<file path="src/rtl/riscv_pkg.sv">
// Shared integer-core definitions: data width, register-file geometry and
// the write-back request record used by the register-file write path.
package riscv_pkg;

   localparam int XLEN   = 32;
   localparam int NREG   = 32;
   localparam int REG_AW = 5;

   typedef struct packed {
      logic [REG_AW-1:0] waddr;
      logic [XLEN-1:0]   wdata;
   } wb_req_t;

endpackage

</file>
<file path="src/rtl/rr_arbiter.sv">
// Round-robin arbiter: one-hot grant over a request vector, searching upward
// from a rotating pointer that moves to just past the most recent winner.
//
// Handshake: requester i is granted when req_i[i] and gnt_o[i] are both high in
// the same cycle; gnt_o[i] is never high without req_i[i], and at most one
// grant is high at a time.
module rr_arbiter #(
   parameter int N = 3
) (
   input  logic         clk,
   input  logic         rst,
   input  logic [N-1:0] req_i,
   output logic [N-1:0] gnt_o,
   output logic         gnt_any_o
);

   localparam int PW = (N > 1) ? $clog2(N) : 1;

   logic [PW-1:0] ptr_q;
   logic [PW-1:0] ptr_d;
   logic [PW-1:0] win;

   always_comb begin
      int idx;
      gnt_o     = '0;
      gnt_any_o = 1'b0;
      win       = '0;
      idx       = 0;
      for (int k = 0; k < N; k++) begin
         idx = (int'(ptr_q) + k) % N;
         if (!gnt_any_o && req_i[idx]) begin
            gnt_o[idx] = 1'b1;
            gnt_any_o  = 1'b1;
            win        = PW'(idx);
         end
      end
   end

   // Pointer only rotates on an actual grant, so idle cycles keep fairness.
   always_comb begin
      ptr_d = ptr_q;
      if (gnt_any_o) begin
         ptr_d = (win == PW'(N - 1)) ? '0 : win + 1'b1;
      end
   end

   always_ff @(posedge clk) begin
      if (rst) begin
         ptr_q <= '0;
      end else begin
         ptr_q <= ptr_d;
      end
   end

endmodule

</file>
<file path="src/rtl/rf_wb_scheduler.sv">
// Write-back scheduler: arbitrates requesters onto the single register-file
// write port and keeps a per-register busy scoreboard for RAW/WAW detection.
module rf_wb_scheduler #(
   parameter int NREQ = 3,
   parameter int XLEN = riscv_pkg::XLEN
) (
   input  logic                             clk,
   input  logic                             rst,
   input  logic [NREQ-1:0]                  req_valid,
   input  logic [NREQ*riscv_pkg::REG_AW-1:0] req_waddr,
   input  logic [NREQ*XLEN-1:0]             req_wdata,
   output logic [NREQ-1:0]                  req_ready,
   input  logic                             rsv_valid,
   input  logic [riscv_pkg::REG_AW-1:0]     rsv_addr,
   output logic                             rsv_ok,
   input  logic [riscv_pkg::REG_AW-1:0]     chk_addr1,
   input  logic [riscv_pkg::REG_AW-1:0]     chk_addr2,
   output logic                             hazard1,
   output logic                             hazard2,
   output logic                             rf_we,
   output logic [riscv_pkg::REG_AW-1:0]     rf_waddr,
   output logic [XLEN-1:0]                  rf_wdata,
   output logic [riscv_pkg::NREG-1:0]       busy_o
);

   import riscv_pkg::*;

   logic [NREQ-1:0]   gnt;
   logic              gnt_any;
   logic [REG_AW-1:0] win_addr;
   logic [XLEN-1:0]   win_data;

   logic              rf_we_q,    rf_we_d;
   logic [REG_AW-1:0] rf_waddr_q, rf_waddr_d;
   logic [XLEN-1:0]   rf_wdata_q, rf_wdata_d;
   logic [NREG-1:0]   busy_q,     busy_d;

   rr_arbiter #(.N(NREQ)) u_arb (
      .clk       (clk),
      .rst       (rst),
      .req_i     (req_valid),
      .gnt_o     (gnt),
      .gnt_any_o (gnt_any)
   );

   assign req_ready = gnt;

   always_comb begin
      win_addr = '0;
      win_data = '0;
      for (int i = 0; i < NREQ; i++) begin
         if (gnt[i]) begin
            win_addr = req_waddr[i*REG_AW +: REG_AW];
            win_data = req_wdata[i*XLEN +: XLEN];
         end
      end
   end

   // A write to x0 is consumed but never reaches the register file.
   always_comb begin
      rf_we_d    = 1'b0;
      rf_waddr_d = rf_waddr_q;
      rf_wdata_d = rf_wdata_q;
      if (gnt_any) begin
         rf_we_d    = (win_addr != '0);
         rf_waddr_d = win_addr;
         rf_wdata_d = win_data;
      end
   end

   assign rsv_ok  = (rsv_addr == '0) || !busy_q[rsv_addr];
   assign hazard1 = busy_q[chk_addr1];
   assign hazard2 = busy_q[chk_addr2];

   // Clear lands on the register-file commit edge; set and clear never hit
   // the same register because a busy register refuses reservation.
   always_comb begin
      busy_d = busy_q;
      if (rf_we_q) begin
         busy_d[rf_waddr_q] = 1'b0;
      end
      if (rsv_valid && rsv_ok && (rsv_addr != '0)) begin
         busy_d[rsv_addr] = 1'b1;
      end
      busy_d[0] = 1'b0;
   end

   always_ff @(posedge clk) begin
      if (rst) begin
         rf_we_q    <= 1'b0;
         rf_waddr_q <= '0;
         rf_wdata_q <= '0;
         busy_q     <= '0;
      end else begin
         rf_we_q    <= rf_we_d;
         rf_waddr_q <= rf_waddr_d;
         rf_wdata_q <= rf_wdata_d;
         busy_q     <= busy_d;
      end
   end

   assign rf_we    = rf_we_q;
   assign rf_waddr = rf_waddr_q;
   assign rf_wdata = rf_wdata_q;
   assign busy_o   = busy_q;

endmodule

</file>
<file path="config.mk">
export PLATFORM = sky130hd
export DESIGN_NAME = rf_wb_scheduler
export DESIGN_NICKNAME = d
export VERILOG_FILES = /design/src/rtl/riscv_pkg.sv /design/src/rtl/rr_arbiter.sv /design/src/rtl/rf_wb_scheduler.sv
export SDC_FILE = /design/constraint.sdc
export NUM_CORES = 1
export LEC_CHECK = 0
export BUFFER_PORTS_ARGS = -buffer_cell sky130_fd_sc_hd__buf_2
export CAP_MARGIN = 20
export CORE_UTILIZATION = 45
export CTS_CLUSTER_DIAMETER = 200
export DETAILED_ROUTE_END_ITERATION = 8
export HOLD_SLACK_MARGIN = 0.1
export MAX_ROUTING_LAYER = met4
export PLACE_DENSITY = 0.76
export SYNTH_ARGS = -nofsm -noshare
export SYNTH_HDL_FRONTEND = slang
export SYNTH_SLANG_ARGS = --single-unit
</file>
<file path="constraint.sdc">
create_clock -name clk -period 4 [get_ports clk]
set_clock_uncertainty 0.05 [all_clocks]
set_input_delay 0.8 -clock clk [delete_from_list [all_inputs] [get_ports clk]]
set_output_delay 0.8 -clock clk [all_outputs]
set_load 0.01 [all_outputs]
</file>
==> reports/metrics.csv, run 1 <==
metric,value,unit
pwr/cell area,597.9,mW/mm2
Post-DP HPWL,11.38,mm
vias in the first global route,4663,
number of setup violations in the final report,0,
Final period util,90.78,%
Rows,36,
Worst-Skew Late Latency,0.35,ns
Final Slew Violations,0,
Initial Util,46.63,%
Placer Congestion,0.9404,
I/O pin count,208,
Final Util,59.73,%
WL/cell,17.96,um
Syn Nets,670,
fin area,0.005838,mm2
die area,0.01054,mm2
FMAX,275.4,MHz
Main synth FF type,dfxtp_1,
"FFs w/ async S/R, synth",0,%
setup bufs post-CTS,0,
Sequential Area,0.001421,mm2
DR top layer,met4,
Metal-1 WL,6.133,mm
gr usage total,29.39,%
Post-DP Area,0.005612,mm2
Worst Slack Setup Final,0.3687,ns
Worst Setup End Kind,primary output,
Post-route DRC,0,
Fillers,869,
die height,102.6,um
Synth Area per Inst,8.536,um2
TritonCTS Buffers,9,
"Seq/Total Area, Yosys",31.18,%
Yosys reg bits,71,
worst min path class,flip-flop to flip-flop,
Max transition margin,45.08,%
total power,3.491,mW
Worst-path clk slew,0.07,ns
Slew @ Worst Pin,0.8237,ns
post-cts resize count,0,
Starting DRT DRC Count,257,
"non-filler cells, final",853,
synth unique cells,61,
RSZ-0062 raised after global routing,no,
"Warnings, synthesis",0,
metal2 WL,7.475,mm
first-pass GRT wire length,23.00,mm
Post-Synthesis Cell Area,0.004558,mm2
final hold vios,0,
dpl cells,835,
CTS Buffer Depth,2,
share of cells above drive strength 1,37.74,%
Core ar.,0.009774,mm2
post-placement setup slack,0.6083,ns
P_leak,2.645,nW
Critical Path RT,3.15,ns
CTS tree,done,
Post-layout nets,849,
"EDFF count, synth",0,
WHS,0.4703,ns
status,"complete, no violations",
footprint of the multi-input gates,0.002890,mm2
Cells after Synth,534,
vias per cell,5.928,
crit path launch type,flip-flop,
Post-Route WL,15.32,mm
crit path max fanout,11,
Setup Crit Path Kind,flip-flop to primary output,
Worst Path Arrival,2.78,ns
clock sink count,71,
CTS Root Cell,clkbuf_8,
largest net degree at the start of global routing,47,
port buffer count,206,
wire length on met3,1.156,mm
R2R setup slack,0.74,ns
Area Overhead vs Synth,28.08,%
hold buffers post-CTS,0,
total global routing overflow,0,
MaxCap Viol Count,0,
die span in x,102.6,um
post-route ant nets,0,
drt pass-1 iters,4,
Peak VDD IR,0.4172,mV
htree depth,3,
min cycle time layout,3.631,ns
vias,5057,
initial antenna violation count,2,
setup TNS,0,ns
-- report_power, final --
part | switching (mW) | leakage, nW | internal, mW | total (mW)
combinational | 1.12 | 1.95 | 0.777 | 1.90
sequential | 0.101 | 0.580 | 0.842 | 0.944
clock | 0.285 | 0.116 | 0.366 | 0.651
-- layer usage --
layer | vias up | track usage (%)
met3 | 42 | 6.305
met4 | 0 | 13.74
met2 | 268 | 47.33
met1 | 2395 | 35.05
li1 | 2352 | -
met5 | - | -
-- cell families after synthesis --
kind of cell	synth area share [%]
compound gates	25.97
fa+ha+maj	1.098
buf+inv	5.627
flops	31.18
mux	14.74
other cells	0.08227
simple gates	21.30
-- cells in the mapped netlist (3+ instances only) --
library cell	count	area, um2
nand2_1	48	180.2
mux2_2	5	56.30
and2_0	5	31.28
clkbuf_1	36	135.1
mux2i_1	3	30.03
mux4_2	19	427.9
dfxtp_1	71	1421
ha_1	4	50.05
or3b_2	3	26.28
a21oi_1	74	370.4
nor2b_1	3	18.77
nor2_1	14	52.55
and2_1	27	168.9
a22oi_1	34	255.2
o21ai_0	67	335.3
nand3b_1	8	60.06
nand3_1	7	35.03
a31oi_1	3	18.77
inv_1	7	26.28
and3_1	34	212.7
nor3b_1	3	22.52
mux4_1	6	157.7
-- critical path, stage by stage (launching register included) --
cell       delay, ns
dfxtp_1         0.38
inv_1           0.08
ha_1            0.49
mux2i_1         0.24
nor2_1          0.12
a2111oi_0       0.69
a21oi_2         0.23
buf_2           0.20
-- cells in the final DEF (no fill, tap or decap), drive strengths merged, types with 3 or more instances in the layout --
cell type  Yosys  final
mux2           5      5
a21oi         74     74
mux4          25     25
clkinv         0      4
nand3b         8      8
nand3          7      7
nand2         48     48
and3b          3      3
nor3           3      3
nor2b          3      3
nor2          14     14
dfxtp         71     71
clkbuf        37     10
ha             4      4
mux2i          3      3
a31oi          3      3
a22o           4      4
and2          32     32
o21ai         68     68
or3b           3      3
a22oi         34     34
nor3b          4      4
inv            8      8
buf            8    214
and3          35     35
-- state kept, by name, indices dropped and copies added, names as in the netlist --
signal       flops
rf_we            1
rf_wdata        32
busy_o          31
rf_waddr         5
u_arb.ptr_q      2
-- worst paths after layout --
check | from | endpoint | depth (start not counted)
worst max register to register | u_arb.ptr_q[0] | rf_wdata[31] | 10
worst min-delay path | u_arb.ptr_q[1] | u_arb.ptr_q[1] | 2
worst max-delay path | u_arb.ptr_q[0] | req_ready[0] | 7
worst min register to register | u_arb.ptr_q[1] | u_arb.ptr_q[1] | 2
-- area by class of cell --
class / instances / share of cell area, %
multi-input cells: 409 / 49.51
flip-flops and latches: 71 / 24.35
repair buffers: 214 / 18.90
well taps: 133 / 2.850
clock buffers: 10 / 2.357
clock inverters: 6 / 1.436
inverters: 8 / 0.5144
diodes: 2 / 0.08573
No activity file was read; power rests on OpenSTA's default activity.
==> run 2, diff against run 1 <==
--- a/config.mk
+++ b/config.mk
@@ -12,7 +12,8 @@
 export DETAILED_ROUTE_END_ITERATION = 8
 export HOLD_SLACK_MARGIN = 0.1
 export MAX_ROUTING_LAYER = met4
-export PLACE_DENSITY = 0.76
+export PLACE_DENSITY = 0.75
 export SYNTH_ARGS = -nofsm -noshare
 export SYNTH_HDL_FRONTEND = slang
+export SYNTH_HIERARCHICAL = 1
 export SYNTH_SLANG_ARGS = --single-unit
==> reports/metrics.csv, run 2 <==
metric,value,unit
CTS tree,done,
port buffer count,206,
Peak VDD IR,0.7046,mV
hold buffers post-CTS,0,
Initial Util,46.22,%
"most common cell after layout, fill and taps aside",buf_2,
Post-DP HPWL,11.47,mm
crit path launch type,flip-flop,
Final Slew Violations,0,
htree depth,3,
Post-route DRC,0,
CP peak stage delay,0.46,ns
MaxCap Viol Count,0,
min cycle time layout,3.550,ns
vias per cell,6.044,
clock sink count,71,
Setup Crit Path Kind,flip-flop to primary output,
"EDFF count, synth",0,
Post-layout nets,851,
"Buf+Inv Stages, Crit Path",3,
largest net degree at the start of global routing,72,
Worst-path clk slew,0.08,ns
Main synth FF type,dfxtp_1,
pwr/cell area,605.8,mW/mm2
Fillers,914,
Max transition margin,33.24,%
"FFs w/ async S/R, synth",0,%
crit path max fanout,43,
Yosys top cell by area,dfxtp_1,
setup bufs post-CTS,0,
"Warnings, synthesis",6,
largest family of logic cells by synthesized area,compound AO/OA/AOI/OAI gates,
die span in x,105.0,um
worst min path class,flip-flop to flip-flop,
Starting DRT DRC Count,360,
WHS,0.4221,ns
CTS Buffer Depth,2,
Post-Route WL,15.43,mm
Ant. Diodes,0,
number of setup violations in the final report,0,
gr usage total,28.63,%
"commonest non-fill, non-tap cells in the layout","206 x buf_2, 71 x dfxtp_1, 52 x o211ai_1",
post-synth top area share,29.79,%
Cells after Synth,545,
total global routing overflow,0,
most frequent cell after synthesis,dfxtp_1,
vias,5174,
Post-Synth Simple-Gate Area,21.19,%
die area,0.01102,mm2
cell family with most CP delay,buffers and inverters,
share of cells above drive strength 1,37.08,%
Rows,37,
initial antenna violation count,0,
area share of fa/ha/maj cells after synthesis,1.049,%
vias in the first global route,4836,
RSZ-0062 raised after global routing,no,
CTS Root Cell,clkbuf_8,
Worst Path Arrival,2.70,ns
Post-Synthesis Cell Area,0.004772,mm2
critical path cell sequence,inv_1 -> ha_1 -> mux2i_1 -> o21ai_1 -> a32oi_1 -> o21ai_2 -> buf_4 -> buf_2,
Slowest cell on crit path,ha_1,
P_leak,2.573,nW
die height,105.0,um
Worst-Skew Late Latency,0.35,ns
Worst Setup End Kind,primary output,
TritonCTS Buffers,9,
post-cts resize count,0,
Syn Nets,681,
Compound-Gate Fraction of Synth Area,29.10,%
max reg flops,32,
"Seq/Total Area, Yosys",29.79,%
Post-Synth XOR/XNOR Area,0,%
final hold vios,0,
mux cell area share after synthesis,13.03,%
Core ar.,0.01032,mm2
status,"complete, no violations",
Final period util,88.76,%
"top cells by count, synth","71 x dfxtp_1, 52 x o211ai_1, 41 x a21oi_1, 41 x nand2_1",
Critical Path RT,3.15,ns
FMAX,281.7,MHz
setup TNS,0,ns
Yosys reg bits,71,
synth unique cells,56,
Slew @ Worst Pin,0.9999,ns
first-pass GRT wire length,24.65,mm
Synth Area per Inst,8.756,um2
Placer Congestion,0.9083,
ranking of synthesized cells by area,"dfxtp_1 30%, o211ai_1 8.2%, mux4_2 7.6%, a221o_1 6.7%, nand2b_1 4.6%",
post-route ant nets,0,
Area Overhead vs Synth,26.09,%
R2R setup slack,0.99,ns
I/O pin count,208,
drt pass-1 iters,5,
WL/cell,18.02,um
-- run 2: kinds of logic (layout without fill, tap and decap cells) --
logic type / Yosys count / count (layout)
flip-flops: 71 / 71
multiplexers: 37 / 37
AO/OA/AOI/OAI: 189 / 189
buffers and inverters: 63 / 238
other: 1 / 1
AND/OR/NAND/NOR: 180 / 180
adder cells (fa/ha/maj): 4 / 4
-- run 2: layer usage --
| metal | track usage (%) | vias to the layer above | routed length [um] |
|---|---|---|---|
| met4 | 9.054 | 0 | 282 |
| li1 | - | 2447 | - |
| met3 | 4.055 | 21 | 1096 |
| met5 | - | - | 0 |
| met1 | 34.74 | 2446 | 6444 |
| met2 | 49.05 | 260 | 7603 |
-- run 2: area by class of cell --
cell class                 count  area, um2  share of cell area [%]
multi-input combinational    411       3082                   51.22
sequential                    71       1421                   23.62
timing repair buffer         212       1084                   18.01
tap                          136      170.2                   2.828
clock buffer                  11      141.4                   2.350
clock inverter                 5      81.33                   1.352
inverter                      10      37.54                  0.6238
-- run 2: metrics by stage --
stage	instance area [um2]	utilization [%]	cells	worst slack, ns	total power, mW
global placement	5779	55.98	839	0.5448	2.920
global route	6017	58.28	856	0.2801	3.903
detailed placement	5794	56.13	840	0.5908	3.007
CTS	6017	58.28	856	0.4431	3.648
finish	6017	58.28	856	0.4497	3.645
floorplan	4772	-	545	1.013	2.481
-- run 2: final timing paths --
path / from / end / depth (start not counted)
max reg2reg: u_arb/ptr_q[0] / rf_wdata[2] / 12
max: u_arb/ptr_q[0] / req_ready[1] / 8
min reg2reg: rf_wdata[3] / rf_wdata[3] / 2
min: rf_wdata[3] / rf_wdata[3] / 2
-- run 2: power by group --
part / internal (mW) / leakage (nW) / switching (mW)
sequential: 0.842 / 0.580 / 0.106
clock: 0.369 / 0.110 / 0.278
combinational: 0.920 / 1.88 / 1.13
-- run 2: worst register-to-register path, delay by kind of cell, from the launching register on --
kind,cells,cell delay [ns]
compound gates,5,0.94
flops,1,0.35
simple gates,2,0.52
buf+inv,3,0.50
fa+ha+maj,1,0.46
mux,1,0.16
==> run 3, diff against run 2 <==
--- a/config.mk
+++ b/config.mk
@@ -8,6 +8,7 @@
 export BUFFER_PORTS_ARGS = -buffer_cell sky130_fd_sc_hd__buf_2
 export CAP_MARGIN = 20
 export CORE_UTILIZATION = 45
+export CTS_BUF_LIST = sky130_fd_sc_hd__clkbuf_2
 export CTS_CLUSTER_DIAMETER = 200
 export DETAILED_ROUTE_END_ITERATION = 8
 export HOLD_SLACK_MARGIN = 0.1
==> reports/metrics.csv, run 3 (synthesis gave the netlist of run 2 again) <==
metric,value,unit
worst min path class,flip-flop to flip-flop,
setup bufs post-CTS,0,
Final Util,57.44,%
FMAX,266.4,MHz
Ant. Diodes,0,
CTS tree,done,
total global routing overflow,0,
Setup crit start,u_arb/ptr_q[1],
Worst-Skew Late Latency,0.52,ns
Post-route DRC,0,
"commonest non-fill, non-tap cells in the layout","206 x buf_2, 71 x dfxtp_1, 52 x o211ai_1",
Core ar.,0.01032,mm2
CTS Root Cell,clkbuf_2,
Crit Reg-Reg Startpoint,u_arb/ptr_q[1],
TritonCTS Buffers,9,
min cycle time layout,3.753,ns
post-placement setup slack,0.5908,ns
number of setup violations in the final report,0,
"non-filler cells, final",856,
share of cells above drive strength 1,37.08,%
CTS Buffer Depth,2,
crit path max fanout,43,
min-delay src,rf_wdata[7],
reg2reg path depth,11,
Max transition margin,33.24,%
Final Slew Violations,0,
post-cts resize count,0,
Worst Path Arrival,2.90,ns
dpl cells,840,
RSZ-0062 raised after global routing,no,
Post-DP Area,0.005794,mm2
Critical Path RT,3.15,ns
Placer Congestion,0.9083,
post-route ant nets,0,
footprint of the multi-input gates,0.003082,mm2
Starting DRT DRC Count,333,
initial antenna violation count,0,
P_leak,2.543,nW
vias in the first global route,4834,
die height,105.0,um
worst reg2reg path endpoint,rf_we,
max reg flops,32,
Area Overhead vs Synth,24.25,%
htree depth,3,
die span in x,105.0,um
WL/cell,18.01,um
clock sink count,71,
Post-DP HPWL,11.47,mm
vias per cell,5.992,
MaxCap Viol Count,0,
vias,5129,
status,"complete, no violations",
"most common cell after layout, fill and taps aside",buf_2,
Post-Route WL,15.42,mm
largest net degree at the start of global routing,72,
Worst-path clk slew,0.20,ns
Peak VDD IR,0.8069,mV
crit path capture,req_ready[1],
Slew @ Worst Pin,0.9999,ns
drt pass-1 iters,4,
die area,0.01102,mm2
crit path launch type,flip-flop,
final hold vios,0,
R2R setup slack,0.96,ns
WHS,0.4337,ns
Fillers,929,
Rows,37,
hold buffers post-CTS,0,
total power,3.478,mW
Initial Util,46.22,%
Setup Crit Path Kind,flip-flop to primary output,
port buffer count,206,
fin area,0.005929,mm2
Post-layout nets,851,
first-pass GRT wire length,24.68,mm
Worst Slack Setup Final,0.2469,ns
Worst Setup End Kind,primary output,
pwr/cell area,586.5,mW/mm2
I/O pin count,208,
Final period util,93.83,%
setup TNS,0,ns
Sequential Area,0.001421,mm2
gr usage total,28.79,%
==> run 3: power breakdown <==
part           switching [mW]  internal (mW)  leakage (nW)  total [mW]
sequential              0.106          0.842         0.580       0.948
clock                   0.268          0.207        0.0795       0.475
combinational            1.13          0.920          1.88        2.05
total                    1.51           1.97          2.54        3.48
==> run 3: worst min path at each step <==
stage | to | slack, ns | cells past startpoint
final | rf_wdata[7] | 0.43 | 2
after global routing | rf_wdata[30] | 0.46 | 2
after CTS | rf_wdata[3] | 0.43 | 2
after detailed placement | rf_wdata[3] | 0.41 | 2
after global placement | rf_wdata[1] | 0.40 | 2
after floorplan | rf_wdata[0] | 0.44 | 2
==> run 3: worst max-delay path: stages, from the launching register on <==
cell	delay, ns
dfxtp_1	0.44
ha_1	0.49
mux2i_1	0.16
o21ai_1	0.33
a32oi_1	0.18
o21ai_2	0.17
buf_4	0.41
buf_2	0.21
==> run 3: routing by layer <==
layer	vias up	track usage, %	wire (um)
met5	-	-	0
met2	252	48.96	7568
met4	0	10.16	312
li1	2444	-	-
met1	2413	34.87	6476
met3	20	3.993	1060
==> run 3: layout make-up <==
cell class / count / area share, %
clock buffer: 10 / 0.8441
clock inverter: 6 / 1.435
inverter: 10 / 0.6330
multi-input combinational: 411 / 51.97
sequential: 71 / 23.97
tap: 136 / 2.870
timing repair buffer: 212 / 18.27
